<file path="src/rtl/uart_pkg.sv">
// uart_pkg: shared constants and types for the UART receive-side buffer.
//   UART_DATA_W : width of one received character.
//   rx_state_e  : unload FSM states (IDLE -> UNLOAD -> CAPTURE -> IDLE).
package uart_pkg;

   localparam int unsigned UART_DATA_W = 8;

   typedef enum logic [1:0] {
      IDLE    = 2'd0,
      UNLOAD  = 2'd1,
      CAPTURE = 2'd2
   } rx_state_e;

endpackage

</file>
<file path="src/rtl/uart_sync_fifo.sv">
// uart_sync_fifo: DEPTH x UART_DATA_W synchronous FIFO with a first-word-fall-through
// read side, all state in the rxclk domain.
//   rxclk, reset : clock, asynchronous active-high reset
//   flush        : synchronous clear, wins over write and pop
//   wr_en/wr_data: write one entry at the write pointer
//   rd_ready     : pop the head entry when rd_valid is also high
//   rd_data      : head entry (don't-care while rd_valid is low)
//   rd_valid     : FIFO non-empty
//   level        : occupancy 0..DEPTH
//   full         : level == DEPTH
// The caller must not write while full unless a pop happens in the same cycle.
module uart_sync_fifo
   import uart_pkg::*;
#(
   parameter  int unsigned DEPTH = 16,
   localparam int unsigned AW    = $clog2(DEPTH)
) (
   input  logic                   rxclk,
   input  logic                   reset,
   input  logic                   flush,
   input  logic                   wr_en,
   input  logic [UART_DATA_W-1:0] wr_data,
   input  logic                   rd_ready,
   output logic [UART_DATA_W-1:0] rd_data,
   output logic                   rd_valid,
   output logic [AW:0]            level,
   output logic                   full
);

   logic [UART_DATA_W-1:0] mem [DEPTH];
   logic [AW-1:0]          wr_ptr_q, rd_ptr_q;
   logic [AW:0]            level_q, level_d;
   logic                   do_wr, do_pop;

   assign rd_valid = (level_q != '0);
   assign full     = (level_q == (AW+1)'(DEPTH));
   assign level    = level_q;
   assign rd_data  = mem[rd_ptr_q];

   assign do_wr  = wr_en & ~flush;
   assign do_pop = rd_ready & rd_valid & ~flush;

   always_comb begin
      level_d = level_q;
      if (flush) begin
         level_d = '0;
      end else if (do_wr && !do_pop) begin
         level_d = level_q + (AW+1)'(1);
      end else if (!do_wr && do_pop) begin
         level_d = level_q - (AW+1)'(1);
      end
   end

   always_ff @(posedge rxclk or posedge reset) begin
      if (reset) begin
         wr_ptr_q <= '0;
         rd_ptr_q <= '0;
         level_q  <= '0;
      end else begin
         level_q <= level_d;
         if (flush) begin
            wr_ptr_q <= '0;
            rd_ptr_q <= '0;
         end else begin
            // Pointers are exactly AW bits, so increment wraps modulo DEPTH.
            if (do_wr)  wr_ptr_q <= wr_ptr_q + AW'(1);
            if (do_pop) rd_ptr_q <= rd_ptr_q + AW'(1);
         end
      end
   end

   // Storage is not reset; rd_data is only meaningful while rd_valid is high.
   always_ff @(posedge rxclk) begin
      if (do_wr) mem[wr_ptr_q] <= wr_data;
   end

endmodule

</file>
<file path="src/rtl/uart_rx_fifo.sv">
// uart_rx_fifo: receive buffer behind the UART receiver. Watches rx_empty_i, pulses
// uld_rx_data_o for one cycle to unload a byte, captures rx_data_i the next cycle into a
// DEPTH-entry FIFO, and presents it through a first-word-fall-through valid/ready port.
//   reset, rxclk   : asynchronous active-high reset, receive clock
//   en             : allow new unloads to start
//   flush          : synchronous clear of FIFO contents and FSM
//   rx_empty_i     : receiver holding register empty (0 = byte waiting)
//   rx_data_i      : receiver byte, valid the cycle after uld_rx_data_o
//   uld_rx_data_o  : registered one-cycle unload pulse
//   rd_data/rd_valid/rd_ready : host read port
//   level, full    : FIFO occupancy and full flag
// Build option UART_RX_FIFO_DROP_EN: keep unloading while full, discard the byte and count
// it on drop_cnt (saturating at 255) instead of back-pressuring the receiver.
module uart_rx_fifo
   import uart_pkg::*;
#(
   parameter  int unsigned DEPTH = 16,
   localparam int unsigned AW    = $clog2(DEPTH)
) (
   input  logic                   reset,
   input  logic                   rxclk,
   input  logic                   en,
   input  logic                   flush,
   input  logic                   rx_empty_i,
   input  logic [UART_DATA_W-1:0] rx_data_i,
   output logic                   uld_rx_data_o,
   output logic [UART_DATA_W-1:0] rd_data,
   output logic                   rd_valid,
   input  logic                   rd_ready,
   output logic [AW:0]            level,
   output logic                   full
`ifdef UART_RX_FIFO_DROP_EN
   ,
   output logic [7:0]             drop_cnt
`endif
);

   rx_state_e state_q, state_d;
   logic      uld_q;
   logic      capture;
   logic      wr_en;
   logic      room;
   logic      fifo_full;

   assign capture = (state_q == CAPTURE);

`ifdef UART_RX_FIFO_DROP_EN
   logic [7:0] drop_cnt_q;

   assign room     = 1'b1;
   assign wr_en    = capture & ~fifo_full;
   assign drop_cnt = drop_cnt_q;

   always_ff @(posedge rxclk or posedge reset) begin
      if (reset) begin
         drop_cnt_q <= '0;
      end else if (flush) begin
         drop_cnt_q <= '0;
      end else if (capture && fifo_full && drop_cnt_q != 8'hFF) begin
         drop_cnt_q <= drop_cnt_q + 8'd1;
      end
   end
`else
   // Full is only checked in IDLE: between that check and CAPTURE the level can only fall.
   assign room  = ~fifo_full;
   assign wr_en = capture;
`endif

   always_comb begin
      state_d = state_q;
      unique case (state_q)
         IDLE:    if (en && !rx_empty_i && room) state_d = UNLOAD;
         UNLOAD:  state_d = CAPTURE;
         CAPTURE: state_d = IDLE;
         default: state_d = IDLE;
      endcase
      if (flush) state_d = IDLE;
   end

   always_ff @(posedge rxclk or posedge reset) begin
      if (reset) begin
         state_q <= IDLE;
         uld_q   <= 1'b0;
      end else begin
         state_q <= state_d;
         // Registered copy of "next state is UNLOAD": high exactly while in UNLOAD.
         uld_q   <= (state_d == UNLOAD);
      end
   end

   assign uld_rx_data_o = uld_q;
   assign full          = fifo_full;

   uart_sync_fifo #(
      .DEPTH (DEPTH)
   ) u_fifo (
      .rxclk    (rxclk),
      .reset    (reset),
      .flush    (flush),
      .wr_en    (wr_en),
      .wr_data  (rx_data_i),
      .rd_ready (rd_ready),
      .rd_data  (rd_data),
      .rd_valid (rd_valid),
      .level    (level),
      .full     (fifo_full)
   );

endmodule

</file>
<file path="config.mk">
export PLATFORM = sky130hd
export DESIGN_NAME = uart_rx_fifo
export DESIGN_NICKNAME = d
export VERILOG_FILES = /design/src/rtl/uart_pkg.sv /design/src/rtl/uart_sync_fifo.sv /design/src/rtl/uart_rx_fifo.sv
export SDC_FILE = /design/constraint.sdc
export NUM_CORES = 1
export LEC_CHECK = 0
export CORE_ASPECT_RATIO = 1.75
export CORE_MARGIN = 4
export CORE_UTILIZATION = 64
export DETAILED_ROUTE_END_ITERATION = 12
export GPL_TIMING_DRIVEN = 0
export PLACE_DENSITY = 0.84
export SYNTH_ARGS = -nofsm -noshare
export SYNTH_HDL_FRONTEND = slang
export SYNTH_HIERARCHICAL = 1
export SYNTH_SLANG_ARGS = --single-unit
</file>
<file path="constraint.sdc">
create_clock -name rxclk -period 6.4 [get_ports rxclk]
set_clock_uncertainty 0.2 [all_clocks]
set_input_delay 0.64 -clock rxclk [delete_from_list [all_inputs] [get_ports rxclk]]
set_output_delay 0.64 -clock rxclk [all_outputs]
set_load 0.03 [all_outputs]
</file>
==> out/metrics.yaml <==
cts:
  cts_made_buffers: 17
  h-tree-depth: 4
  holdBufCountCts: 0
  clock_path_buffers: 2
  clock-sinks: 144
  insertion_delay_ns: 0.41
  path_clk_slew_ns: 0.06
  ctsResizeCount: 0
  cts_tree: "done"
  clockRootBuffer: "clkbuf_16"
  post_cts_buffers: 0
setup_path:
  r2r_start: "u_fifo/level[0]"
  critical_path.max_stage_delay_ns: 0.61
  cp.required_ns: 5.56
  crit_chain: "clkbuf_1 > clkbuf_1 > mux4_2 > a22oi_1 > nand2_1 > clkdlybuf4s50_1"
  crit_type: "reg -> out"
  critPathMaxFanout: 10
  cp_slowest_cell: "clkdlybuf4s50_1"
  crit_start: "u_fifo/rd_ptr_q[1]"
  cp-start-kind: "flip-flop"
  endpoint_kind: "output pin"
  crit_top_cell: "clkbuf_1"
  cp.arrival_ns: 3.14
timing:
  worstMarginPinSlew_ns: 0.838
  rsz0062_at_grt: "no"
  setup_ws_ns: 2.42
  drv_slew: 0
  slew_headroom_pct: 43.9
  finalSetupTns_ns: 0
  fmax_mhz: 251
  hold_violations: 0
  holdWs_ns: 0.213
  setup_viol: 0
  fin_crit_sh_pct: 62.2
  finalCriticalPeriod_ns: 3.98
logic_synthesis:
  yosys.area.top_type: "edfxtp_1"
  synthArstFlopShare_pct: 11.1
  synth_edf_count: 128
  synth_cells: 321
  synth-seq-cells: 144
  yosysTopAreaCellShare_pct: 64.8
  synth_area_leaders: "edfxtp_1 (65%), mux4_2 (12%), dfrtp_1 (6.8%)"
  avgSynthCellArea_sq_um: 18.5
  seq_area_frac_synth_pct: 71.6
  syn_area_sq_mm: 0.00593
  synth_common_cells: "edfxtp_1 (128), mux4_2 (32), nor2_1 (28)"
  synth.most_common_cell: "edfxtp_1"
  yosysWarnings: 6
  synth_fp_nets: 345
  ys_types: 44
  ys.flop_type: "edfxtp_1"
global_route:
  antenna_found_initial: 0
  gr-total-overflow: 0
  grt_max_degree: 17
  grt_pass1_vias: 3444
  grt_pass1_wl_um: 19300
  grt_use_total_pct: 25.4
die:
  dieHeight_um: 135
  start_util_pct: 65.6
  io_pins: 30
  rows: 46
  core_area_sq_mm: 0.00904
  dieArea_sq_mm: 0.0109
  die_x_um: 80.8
layout:
  final_nets: 393
  final_util_pct: 78.0
  fillers: 500
  syn2layout_area_growth_pct: 18.8
  seq_area_sq_mm: 0.00424
  multi_input_area_sq_mm: 0.00160
  n_antenna_cell: 0
  final_layout_size_suffix_gt1_share_pct: 21.2
placement:
  gp_congestion: 0.794
  dp_hpwl_um: 8040
  placement.setup.worst_slack_ns: 2.64
  port_buffers: 29
route:
  drt_pass1_iterations: 5
  wire_per_inst_um: 24.5
  drc: 0
  drt-total-wl_um: 12300
  first_iter_violations: 222
  routed_via_density: 6.46
  ant_nets: 0
  num_vias: 3245
power_and_ir_drop:
  p_leak_nw: 2.36
  p_per_area_mw_per_mm2: 400
  peakVddDrop_mv: 0.343
job:
  maxCapViolCount: 0
min_path:
  min_path_type: "in -> async"
outcome:
  status: "finished clean"
## layer usage
metal / part of all wire (%) / wire (um) / global-route usage (%)
met1: 34 / 4220 / 30.7
met4: 2.7 / 333 / 10.4
met3: 6.7 / 826 / 5.79
met2: 56 / 6930 / 43.7
met5: 0 / 0 / 0
## final timing paths
check / endpoint / slack [ns] / cells past startpoint
worst max-delay path: rd_data[0] / 2.42 / 6
worst min-delay path: uld_rx_data_o / 0.21 / 2
worst max register to register: u_fifo/level[4] / 3.38 / 8
worst min register to register: state_q[1] / 0.26 / 1
max in group asynchronous: u_fifo/rd_ptr_q[2] / 5.27 / 2
min in group rxclk: state_q[1] / 0.26 / 1
## flip-flops by register name, summed over array words and instances, names as in the netlist
signal           count
uld_rx_data_o        1
u_fifo/mem         128
u_fifo/wr_ptr_q      4
state_q              2
u_fifo/level         5
u_fifo/rd_ptr_q      4
## cell families after synthesis
family	Yosys count	share of synthesized area, %
fa+ha+maj	10	2.24
mux	35	12.7
simple gates	74	6.58
xor+xnor	7	1.03
flops	144	71.6
buf+inv	20	1.48
compound gates	31	4.43
## critical path: cells and delay by family (launching register included)
kind                   cells  cell delay (ns)
AOI/OAI and AO/OA          1             0.33
buffers and inverters      3             1.52
DFF                        1             0.35
muxes                      1             0.42
and+or+nand+nor            1             0.12
## layout by cell type, fill, tap and decap left out, types with 3 or more instances in the layout
cell	synthesis	final
edfxtp_1	128	128
nand2_1	16	16
a21oi_1	4	4
bufinv_16	0	6
mux4_2	32	32
nor2_1	28	28
xor2_1	6	6
buf_2	4	4
nand4b_1	3	3
clkbuf_1	7	7
clkbuf_16	0	17
clkdlybuf4s50_1	0	29
ha_1	9	9
nor2b_1	5	5
clkinvlp_4	0	3
a22oi_1	16	16
mux2i_1	3	3
dfrtp_1	16	16
inv_1	6	6
## per-stage QoR
step / cells / power, mW / cell area (sq um)
after floorplan: 321 / 1.54 / 5930
after global placement: 470 / 1.72 / 6370
after detailed placement: 470 / 1.74 / 6370
after CTS: 502 / 2.83 / 7050
after global routing: 502 / 2.92 / 7050
final: 502 / 2.82 / 7050
## report_power, final
| part | leakage (nW) | switching (mW) | total, mW | internal (mW) |
|---|---|---|---|---|
| Clock | 0.318 | 0.361 | 1.10 | 0.740 |
| Combinational | 0.671 | 0.345 | 0.638 | 0.293 |
| Sequential | 1.37 | 0.0368 | 1.08 | 1.04 |
| Total | 2.36 | 0.743 | 2.82 | 2.08 |
## cell type report
type,instances,share of cell area [%]
well taps,120,2.13
repair buffers,29,4.12
clock inverters,14,3.36
plain buffers,14,0.923
multi-input cells,157,22.7
inverters,6,0.320
clock buffers,18,6.23
flip-flops and latches,144,60.2
No activity file was read; power rests on OpenSTA's default activity.
